File: config.mk
export PLATFORM = sky130hd
export DESIGN_NAME = keypad_scanner_flat
export DESIGN_NICKNAME = d
export VERILOG_FILES = /design/src/rtl/keypad_pkg.sv /design/src/rtl/keypad_if.sv /design/src/rtl/keypad_debounce.sv /design/src/rtl/keypad_scanner.sv /design/src/flat_wrapper.sv
export SDC_FILE = /design/constraint.sdc
export NUM_CORES = 1
export LEC_CHECK = 0
export ABC_AREA = 1
export CORE_ASPECT_RATIO = 0.6
export CORE_MARGIN = 2
export CORE_UTILIZATION = 30
export DETAILED_ROUTE_END_ITERATION = 12
export HOLD_SLACK_MARGIN = 0.06
export PLACE_DENSITY = 0.48
export SETUP_SLACK_MARGIN = 0.02
export SLEW_MARGIN = 30
export SYNTH_ARGS = -nofsm -noshare
export SYNTH_HDL_FRONTEND = slang
export SYNTH_SLANG_ARGS = --single-unit
File: constraint.sdc
create_clock -name clk -period 2.9 [get_ports clk]
set_input_delay 0.87 -clock clk [delete_from_list [all_inputs] [get_ports clk]]
set_output_delay 0.87 -clock clk [all_outputs]
set_load 0.01 [all_outputs]
File: src/rtl/keypad_pkg.sv
`default_nettype none
// +--------------------------------------------------------------------+
// | keypad_pkg : shared types, constants and row decode for the 4x4     |
// | keypad scanner.                            Revision: 1.0            |
// +--------------------------------------------------------------------+
package keypad_pkg;

    typedef enum logic [1:0] {
        IDLE     = 2'd0,
        DEBOUNCE = 2'd1,
        PRESSED  = 2'd2,
        RELEASE  = 2'd3
    } scan_state_t;

    localparam logic [3:0] KC_RESET = 4'b1110;

    // Returns {valid, multi, row[1:0]} for one column's active-low row return.
    function automatic logic [3:0] row_code(input logic [3:0] kr);
        logic [3:0] res;
        res = 4'b0000;
        case (kr)
            4'b1111: res = 4'b0000;
            4'b1110: res = 4'b1000;
            4'b1101: res = 4'b1001;
            4'b1011: res = 4'b1010;
            4'b0111: res = 4'b1011;
            default: res = 4'b0100;
        endcase
        return res;
    endfunction

endpackage
`default_nettype wire

File: src/rtl/keypad_if.sv
`default_nettype none
// +--------------------------------------------------------------------+
// | keypad_if : keypad matrix lines and debounced key outputs.         |
// |                                            Revision: 1.0            |
// +--------------------------------------------------------------------+
interface keypad_if;
    logic [3:0] kr;
    logic [3:0] kc;
    logic       key_valid;
    logic [3:0] key_code;
    logic       key_held;

    modport master (input kr, output kc, key_valid, key_code, key_held);
    modport slave  (output kr, input kc, key_valid, key_code, key_held);
endinterface
`default_nettype wire

File: src/rtl/keypad_debounce.sv
`default_nettype none
// +--------------------------------------------------------------------+
// | keypad_debounce : scan-rate press/release debounce FSM and key      |
// | outputs.                                   Revision: 1.0            |
// +--------------------------------------------------------------------+
module keypad_debounce
    import keypad_pkg::*;
#(
    parameter int DEBOUNCE_SCANS = 4
) (
    input  logic       clk,
    input  logic       rst_n,
    input  logic       scan_done,
    input  logic       scan_hit,
    input  logic [3:0] scan_code,
    output logic       key_valid,
    output logic [3:0] key_code,
    output logic       key_held
);

    localparam int              CW      = $clog2(DEBOUNCE_SCANS + 1);
    localparam logic [CW-1:0]   CNT_MAX = CW'(DEBOUNCE_SCANS);

    scan_state_t   state_q, state_d;
    logic [3:0]    cand_q, cand_d;
    logic [CW-1:0] cnt_q, cnt_d;
    logic          valid_q, valid_d;
    logic [3:0]    code_q, code_d;
    logic          held_q, held_d;
    logic [CW-1:0] w_cnt_inc;

    always_ff @(posedge clk or negedge rst_n) begin
        if (!rst_n) begin
            state_q <= IDLE;
            cand_q  <= 4'h0;
            cnt_q   <= '0;
            valid_q <= 1'b0;
            code_q  <= 4'h0;
            held_q  <= 1'b0;
        end else begin
            state_q <= state_d;
            cand_q  <= cand_d;
            cnt_q   <= cnt_d;
            valid_q <= valid_d;
            code_q  <= code_d;
            held_q  <= held_d;
        end
    end

    always_comb begin
        state_d   = state_q;
        cand_d    = cand_q;
        cnt_d     = cnt_q;
        valid_d   = 1'b0;
        code_d    = code_q;
        held_d    = held_q;
        w_cnt_inc = (cnt_q == CNT_MAX) ? cnt_q : cnt_q + CW'(1);
        if (scan_done) begin
            case (state_q)
                IDLE: begin
                    if (scan_hit) begin
                        state_d = DEBOUNCE;
                        cand_d  = scan_code;
                        cnt_d   = CW'(1);
                    end
                end
                DEBOUNCE: begin
                    if (!scan_hit) begin
                        state_d = IDLE;
                        cnt_d   = '0;
                    end else if (scan_code == cand_q) begin
                        cnt_d = w_cnt_inc;
                        if (w_cnt_inc == CNT_MAX) begin
                            state_d = PRESSED;
                            code_d  = cand_q;
                            held_d  = 1'b1;
                            valid_d = 1'b1;
                        end
                    end else begin
                        cand_d = scan_code;
                        cnt_d  = CW'(1);
                    end
                end
                PRESSED: begin
                    if (!(scan_hit && scan_code == cand_q)) begin
                        state_d = RELEASE;
                        cnt_d   = scan_hit ? '0 : CW'(1);
                    end
                end
                RELEASE: begin
                    // A different key only restarts the release count; it cannot be accepted yet.
                    if (!scan_hit) begin
                        cnt_d = w_cnt_inc;
                        if (w_cnt_inc == CNT_MAX) begin
                            state_d = IDLE;
                            held_d  = 1'b0;
                            cnt_d   = '0;
                        end
                    end else if (scan_code == cand_q) begin
                        state_d = PRESSED;
                        cnt_d   = '0;
                    end else begin
                        cnt_d = '0;
                    end
                end
                default: state_d = IDLE;
            endcase
        end
    end

    assign key_valid = valid_q;
    assign key_code  = code_q;
    assign key_held  = held_q;

endmodule
`default_nettype wire

File: src/rtl/keypad_scanner.sv
`default_nettype none
// +--------------------------------------------------------------------+
// | keypad_scanner : column strobe, per-scan hit accumulation with      |
// | ghost rejection, feeding the debounce FSM. Revision: 1.0            |
// +--------------------------------------------------------------------+
module keypad_scanner
    import keypad_pkg::*;
#(
    parameter int CLK_DIV        = 50000,
    parameter int DEBOUNCE_SCANS = 4
) (
    input  logic     clk,
    input  logic     rst_n,
    keypad_if.master bus
);

    localparam int PW = (CLK_DIV > 1) ? $clog2(CLK_DIV) : 1;

    logic [PW-1:0] presc_q, presc_d;
    logic [1:0]    col_q, col_d;
    logic [1:0]    hits_q, hits_d;
    logic          bad_q, bad_d;
    logic [3:0]    code_q, code_d;

    logic          w_tick;
    logic [3:0]    w_rc;
    logic [1:0]    w_hits;
    logic          w_bad;
    logic [3:0]    w_code;
    logic          w_scan_done;
    logic          w_scan_hit;
    logic [7:0]    w_kc_rot;

    always_ff @(posedge clk or negedge rst_n) begin
        if (!rst_n) begin
            presc_q <= '0;
            col_q   <= 2'd0;
            hits_q  <= 2'd0;
            bad_q   <= 1'b0;
            code_q  <= 4'h0;
        end else begin
            presc_q <= presc_d;
            col_q   <= col_d;
            hits_q  <= hits_d;
            bad_q   <= bad_d;
            code_q  <= code_d;
        end
    end

    always_comb begin
        presc_d = presc_q;
        col_d   = col_q;
        hits_d  = hits_q;
        bad_d   = bad_q;
        code_d  = code_q;
        w_tick  = (presc_q == PW'(CLK_DIV - 1));
        w_rc    = row_code(bus.kr);
        // Accumulated view including the column being sampled now; hits saturate at 2.
        w_hits  = hits_q;
        w_bad   = bad_q | w_rc[2];
        w_code  = code_q;
        if (w_rc[3]) begin
            w_hits = (hits_q == 2'd2) ? 2'd2 : hits_q + 2'd1;
            w_code = {w_rc[1:0], col_q};
        end
        if (w_tick) begin
            presc_d = '0;
            col_d   = col_q + 2'd1;
            if (col_q == 2'd3) begin
                hits_d = 2'd0;
                bad_d  = 1'b0;
                code_d = 4'h0;
            end else begin
                hits_d = w_hits;
                bad_d  = w_bad;
                code_d = w_code;
            end
        end else begin
            presc_d = presc_q + PW'(1);
        end
        w_scan_done = w_tick && (col_q == 2'd3);
        w_scan_hit  = (w_hits == 2'd1) && !w_bad;
    end

    assign w_kc_rot = {KC_RESET, KC_RESET} << col_q;
    assign bus.kc   = w_kc_rot[7:4];

    keypad_debounce #(
        .DEBOUNCE_SCANS(DEBOUNCE_SCANS)
    ) u_debounce (
        .clk       (clk),
        .rst_n     (rst_n),
        .scan_done (w_scan_done),
        .scan_hit  (w_scan_hit),
        .scan_code (w_code),
        .key_valid (bus.key_valid),
        .key_code  (bus.key_code),
        .key_held  (bus.key_held)
    );

endmodule
`default_nettype wire

File: src/flat_wrapper.sv
// flat-port wrapper written by rule: the top's interface ports become plain ports
module keypad_scanner_flat import keypad_pkg::*;
#(
    parameter int CLK_DIV        = 50000,
    parameter int DEBOUNCE_SCANS = 4
)
  (clk, rst_n, bus_kr, bus_kc, bus_key_valid, bus_key_code, bus_key_held);
  keypad_if bus_i ();
  input  logic clk;
  input  logic rst_n;
  input wire logic [$bits(bus_i.kr)-1:0] bus_kr;
  output wire logic [$bits(bus_i.kc)-1:0] bus_kc;
  output wire logic [$bits(bus_i.key_valid)-1:0] bus_key_valid;
  output wire logic [$bits(bus_i.key_code)-1:0] bus_key_code;
  output wire logic [$bits(bus_i.key_held)-1:0] bus_key_held;
  assign bus_i.kr = bus_kr;
  assign bus_kc = bus_i.kc;
  assign bus_key_valid = bus_i.key_valid;
  assign bus_key_code = bus_i.key_code;
  assign bus_key_held = bus_i.key_held;
  keypad_scanner #(.CLK_DIV(CLK_DIV), .DEBOUNCE_SCANS(DEBOUNCE_SCANS)) u_core (.clk(clk), .rst_n(rst_n), .bus(bus_i));
endmodule
==> impl_metrics.env, run 1 <==
export IMPL_min_period_ns=2.571
export IMPL_fin_hold_ws_ns=0.4592
export IMPL_drt_iter0_markers=97
export IMPL_num_vias=1925
export IMPL_slew_violations=0
export IMPL_die_width_um=118.7
export IMPL_grt_pass1_wl_um=8921
export IMPL_drc=0
export IMPL_drive_above_1_share_pct=12.73
export IMPL_r2r_start="u_core.presc_q[0]"
export IMPL_use_met3_pct=3.828
export IMPL_grt_ovfl_total=0
export IMPL_synth_cell_types=31
export IMPL_grt_pass1_vias=1874
export IMPL_antenna_found_initial=0
export IMPL_power_density_nw_per_um2=449.6
export IMPL_post_cts_resized=0
export IMPL_diodes=0
export IMPL_pin_count=16
export IMPL_use_met2_pct=19.35
export IMPL_core_sq_um=7757
export IMPL_synth_avg_cell_area_sq_um=7.971
export IMPL_wire_per_inst_um=11.71
export IMPL_rsz0062_at_grt="no"
export IMPL_clkSlewWorstSetupHoldPaths_ns=0.06
export IMPL_numCtsBuffers=5
export IMPL_synth_warning_count=0
export IMPL_status="finished clean"
export IMPL_worstPathRequired_ns=3.08
export IMPL_routed_wl_um=5036
export IMPL_gp_congestion=0.8321
export IMPL_syn_to_final_growth_pct=19.82
export IMPL_cp_max_fo=8
export IMPL_track_usage_pct=13.36
export IMPL_grt_busiest_layer="met2"
export IMPL_drtPass1Iterations=4
export IMPL_tritoncts="done"
export IMPL_worstSkewPairLatency_ns=0.29
export IMPL_worstSetupPathType="primary input to flop"
export IMPL_hold_viol=0
export IMPL_die_h_um=72.81
export IMPL_max_slew_margin_pct=75.53
export IMPL_synthCells=297
export IMPL_cts_setup_buffers=0
export IMPL_setup_violations=0
export IMPL_yosysSeqAreaShare_pct=42.28
export IMPL_dieArea_sq_um=8641
export IMPL_cts_path_max_buffers=2
export IMPL_fin_worst_skew_ns=0.008195
export IMPL_most_common_layout_cells="nand2_1, inv_1, dfrtp_1"
export IMPL_yosys_register_bits=40
export IMPL_vdd_drop_max_mv=0.1998
export IMPL_syn_area_sq_um=2367
export IMPL_crit_start="bus_kr[2]"
export IMPL_final_nets=335
export IMPL_worst_pin_slew_ns=0.3671
export IMPL_drv_cap=0
export IMPL_holdBufCountCts=0
export IMPL_synth_area_top_cells="dfrtp_1, nand2_1, inv_1"
export IMPL_hp_class="primary input to async pin"
export IMPL_initial_utilization_pct=30.52
export IMPL_cts_sinks=40
export IMPL_p_leak_nw=1.390
export IMPL_numPortBuffers=15
export IMPL_fmax_mhz=389.0
export IMPL_h_tree_depth=2
export IMPL_root_buffer="clkbuf_16"
export IMPL_grt_max_degree=19
export IMPL_dp_hpwl_um=3806
export IMPL_start_kind="primary input"
export IMPL_vias_per_cell=4.477
export IMPL_synthesis_nets=311
export IMPL_crit_arrival_ns=2.76
export IMPL_use_met1_pct=18.74
export IMPL_synth_top_cell_by_area="dfrtp_1"
export IMPL_period_share_pct=88.64
export IMPL_synth_top_cell_area_share_pct=42.28
export IMPL_layout_cells_most_common="nand2_1"
export IMPL_num_rows=25
export IMPL_antenna_left=0
export IMPL_endpoint_kind="flop"
export IMPL_finalSetupTns_ns=0
[power breakdown]
part	leakage (nW)	internal [mW]	switching (mW)
Clock	0.0798	0.405	0.241
Combinational	0.808	0.0229	0.0491
Sequential	0.503	0.558	0.000000000268
Total	1.39	0.985	0.290
[metal layers]
metal / vias up / part of all wire [%] / wire length, um
met5: - / 0 / 0
met4: 0 / 1.7 / 85
met3: 7 / 5.3 / 265
met2: 35 / 39 / 1941
met1: 873 / 54 / 2744
li1: 1010 / - / -
[synthesized netlist by cell type, drive strengths merged]
cell / n
a21oi: 8
a31oi: 5
and3: 2
buf: 1
clkbuf: 1
clkinv: 1
dfrtp: 40
ha: 8
inv: 50
nand2: 68
nand3: 31
nand4: 4
nor2: 34
nor3: 7
o21a: 1
o21ai: 26
o22ai: 4
xnor2: 1
xor2: 5
[final timing paths]
check | cells after the start | to | slack (ns)
hold / removal | 1 | u_core.u_debounce.cnt_q[2] | 0.46
min in group clk | 1 | u_core.presc_q[0] | 0.48
setup reg to reg | 11 | u_core.u_debounce.state_q[0] | 0.75
hold reg to reg | 1 | u_core.presc_q[0] | 0.48
max in group asynchronous | 2 | u_core.presc_q[3] | 1.90
setup / recovery | 16 | flop | 0.33
[critical path: stages]
cell,delay (ns)
clkdlybuf4s50_1,0.52
nand2_2,0.10
nor2_2,0.17
nand2_4,0.13
nand2_1,0.10
nand2_1,0.07
nand2_1,0.06
nand2_1,0.05
nand2_1,0.09
nor2_4,0.05
nand2_4,0.09
nor2_2,0.06
nor2_4,0.15
nand4_1,0.11
nand2_1,0.08
nand2_1,0.04
[cells by family after synthesis]
family	synth area share (%)
AO/OA/AOI/OAI	10.68
XOR/XNOR	2.220
adder cells (fa/ha/maj)	4.228
buffers and inverters	8.456
flip-flops	42.28
AND/OR/NAND/NOR	32.13
[area by class of cell]
| class | instances | area, sq um |
|---|---|---|
| clock buffer | 5 | 125.1 |
| inverter | 51 | 191.4 |
| fill | 829 | 4921 |
| tap | 108 | 135.1 |
| clock inverter | 3 | 42.54 |
| sequential | 40 | 1001 |
| timing repair buffer | 19 | 175.2 |
| multi-input combinational | 204 | 1166 |
[registers in the layout (all words and copies together) (netlist names), named ones only]
register,count
u_core.presc_q,16
u_core.code_q,4
u_core.u_debounce.cand_q,4
u_core.u_debounce.key_code,4
u_core.u_debounce.cnt_q,3
u_core.col_q,2
u_core.hits_q,2
u_core.bad_q,1
u_core.u_debounce.key_held,1
u_core.u_debounce.key_valid,1
u_core.u_debounce.state_q,1
[per-stage QoR]
| stage | setup slack, ns | total power, mW | utilization [%] | cell area [sq um] | cells |
|---|---|---|---|---|---|
| global route | 0.08419 | 1.326 | 36.56 | 2836 | 430 |
| floorplan | 0.7266 | 0.6132 | - | 2367 | 297 |
| finish | 0.3295 | 1.275 | 36.56 | 2836 | 430 |
| detailed placement | 0.002936 | 0.6420 | 34.40 | 2669 | 422 |
| CTS | 0.3145 | 1.296 | 36.56 | 2836 | 430 |
| global placement | -0.009086 | 0.6425 | 34.40 | 2669 | 422 |
Note: power is estimated with default switching activity, not from simulation.
==> run 2: changes to the inputs <==
--- a/config.mk
+++ b/config.mk
@@ -6,7 +6,6 @@
 export NUM_CORES = 1
 export LEC_CHECK = 0
 export ABC_AREA = 1
-export CORE_ASPECT_RATIO = 0.6
 export CORE_MARGIN = 2
 export CORE_UTILIZATION = 30
 export DETAILED_ROUTE_END_ITERATION = 12
==> impl_metrics.env, run 2 (same netlist as run 1, synthesis figures left out) <==
export IMPL_status="finished clean"
export IMPL_max_slew_margin_pct=76.13
export IMPL_most_common_layout_cells="nand2_1, inv_1, dfrtp_1"
export IMPL_fmax_mhz=383.8
export IMPL_path_buf_inv=1
export IMPL_num_rows=32
export IMPL_worstSkewPairLatency_ns=0.30
export IMPL_root_buffer="clkbuf_8"
export IMPL_vias_per_cell=4.501
export IMPL_die_width_um=92.83
export IMPL_worstPathRequired_ns=3.09
export IMPL_antenna_left=0
export IMPL_grt_ovfl_total=0
export IMPL_final_nets=335
export IMPL_cts_path_max_buffers=2
export IMPL_place_ws_ns=-0.01565
export IMPL_clockPowerShare_pct=36.8
export IMPL_clkSlewWorstSetupHoldPaths_ns=0.08
export IMPL_p_int_uw=743.2
export IMPL_hp_class="primary input to async pin"
export IMPL_cpPeakStageDelay_ns=0.53
export IMPL_tritoncts="done"
export IMPL_initial_utilization_pct=30.79
export IMPL_layout_cells_most_common="nand2_1"
export IMPL_cts_setup_buffers=0
export IMPL_num_vias=1904
export IMPL_grt_pass1_wl_um=8694
export IMPL_cts_sinks=40
export IMPL_slew_violations=0
export IMPL_power_density_nw_per_um2=363.8
export IMPL_routed_wl_um=4801
export IMPL_crit_arrival_ns=2.80
export IMPL_period_share_pct=89.83
export IMPL_drive_above_1_share_pct=12.46
export IMPL_fin_hold_ws_ns=0.4215
export IMPL_diodes=0
export IMPL_endpoint_kind="flop"
export IMPL_start_kind="primary input"
export IMPL_setup_slack_ns=0.2948
export IMPL_numCtsBuffers=5
export IMPL_fin_worst_skew_ns=0.008494
export IMPL_p_sw_share_pct=25.51
export IMPL_vdd_drop_max_mv=0.1657
export IMPL_pin_count=16
export IMPL_top_register="u_core.presc_q"
export IMPL_grt_max_degree=18
export IMPL_seqPwrFrac_pct=55.8
export IMPL_h_tree_depth=2
export IMPL_grt_pass1_vias=1915
export IMPL_drv_cap=0
export IMPL_crit_slowest_cell="clkdlybuf4s50_1"
export IMPL_antenna_found_initial=0
export IMPL_drt_iter0_markers=76
export IMPL_syn_to_final_growth_pct=15.86
export IMPL_crit_chain="clkdlybuf4s50_1 > nand2_2 > nor2_2 > nand2_4 > nand2_8 > nand2_1 > o21ai_2 > nand3_1 > nor2_1 > nand2_1 > nand2_1 > nor2_2 > nor2_1 > nor2_1"
export IMPL_drc=0
export IMPL_drtPass1Iterations=4
export IMPL_setup_violations=0
export IMPL_holdBufCountCts=0
export IMPL_track_usage_pct=12.69
export IMPL_p_leak_nw=1.350
export IMPL_min_period_ns=2.605
export IMPL_dieArea_sq_um=8617
export IMPL_dp_hpwl_um=3741
export IMPL_numPortBuffers=15
export IMPL_core_sq_um=7687
export IMPL_p_sw_uw=254.5
export IMPL_wire_per_inst_um=11.35
export IMPL_combPwrFrac_pct=7.3
export IMPL_die_h_um=92.83
export IMPL_crit_family="simple AND/OR/NAND/NOR gates"
export IMPL_worst_pin_slew_ns=0.3580
export IMPL_largest_reg_flops=16
export IMPL_gp_congestion=0.8425
export IMPL_cp_max_fo=9
export IMPL_rsz0062_at_grt="no"
export IMPL_post_cts_resized=0
export IMPL_worstSetupPathType="primary input to flop"
export IMPL_hold_viol=0
-- run 2: path summary, 6_finish.rpt --
path                                                 endpoint  depth (start not counted)  slack [ns]         startpoint
worst max-delay path             u_core.u_debounce.state_q[0]                         14        0.29          bus_kr[2]
worst min-delay path              u_core.u_debounce.key_valid                          1        0.42              rst_n
worst max register to register  u_core.u_debounce.key_code[2]                         10        0.81  u_core.presc_q[0]
worst min register to register              u_core.presc_q[0]                          1        0.47  u_core.presc_q[0]
max in group asynchronous                   u_core.presc_q[9]                          2        1.96              rst_n
min in group clk                            u_core.presc_q[0]                          1        0.47  u_core.presc_q[0]
-- run 2: power by group through the flow --
stage | sequential [mW] | clock (mW) | combinational, mW
6_report | 0.557 | 0.367 | 0.0732
5_1_grt | 0.557 | 0.405 | 0.0819
4_1_cts | 0.557 | 0.383 | 0.0749
3_5_place_dp | 0.568 | 0 | 0.0749
3_3_place_gp | 0.568 | 0 | 0.0748
2_1_floorplan | 0.568 | 0 | 0.0447
-- run 2: metal layers --
metal,vias to the layer above,share of wire (%),global-route usage (%)
met1,867,50,16.91
met4,0,1.3,4.779
met2,26,46,20.17
met5,-,0,0
met3,8,2.9,2.766
li1,1003,-,-
-- run 2: per-stage QoR --
| stage | cell area (sq um) | power, mW | cells | setup TNS (ns) | utilization (%) |
|---|---|---|---|---|---|
| after floorplan | 2367 | 0.6132 | 297 | 0 | - |
| after global placement | 2661 | 0.6431 | 416 | -0.03419 | 34.62 |
| after detailed placement | 2661 | 0.6432 | 416 | -0.04262 | 34.62 |
| after CTS | 2743 | 1.015 | 423 | 0 | 35.68 |
| after global routing | 2743 | 1.044 | 423 | 0 | 35.68 |
| final | 2743 | 0.9978 | 423 | 0 | 35.68 |
-- run 2: final cells by class --
| class | count | area (sq um) |
|---|---|---|
| repair buffers | 19 | 175.2 |
| fillers | 819 | 4945 |
| flip-flops and latches | 40 | 1001 |
| well taps | 102 | 127.6 |
| inverters | 51 | 191.4 |
| multi-input cells | 204 | 1166 |
| clock inverters | 2 | 12.51 |
| clock buffers | 5 | 68.82 |
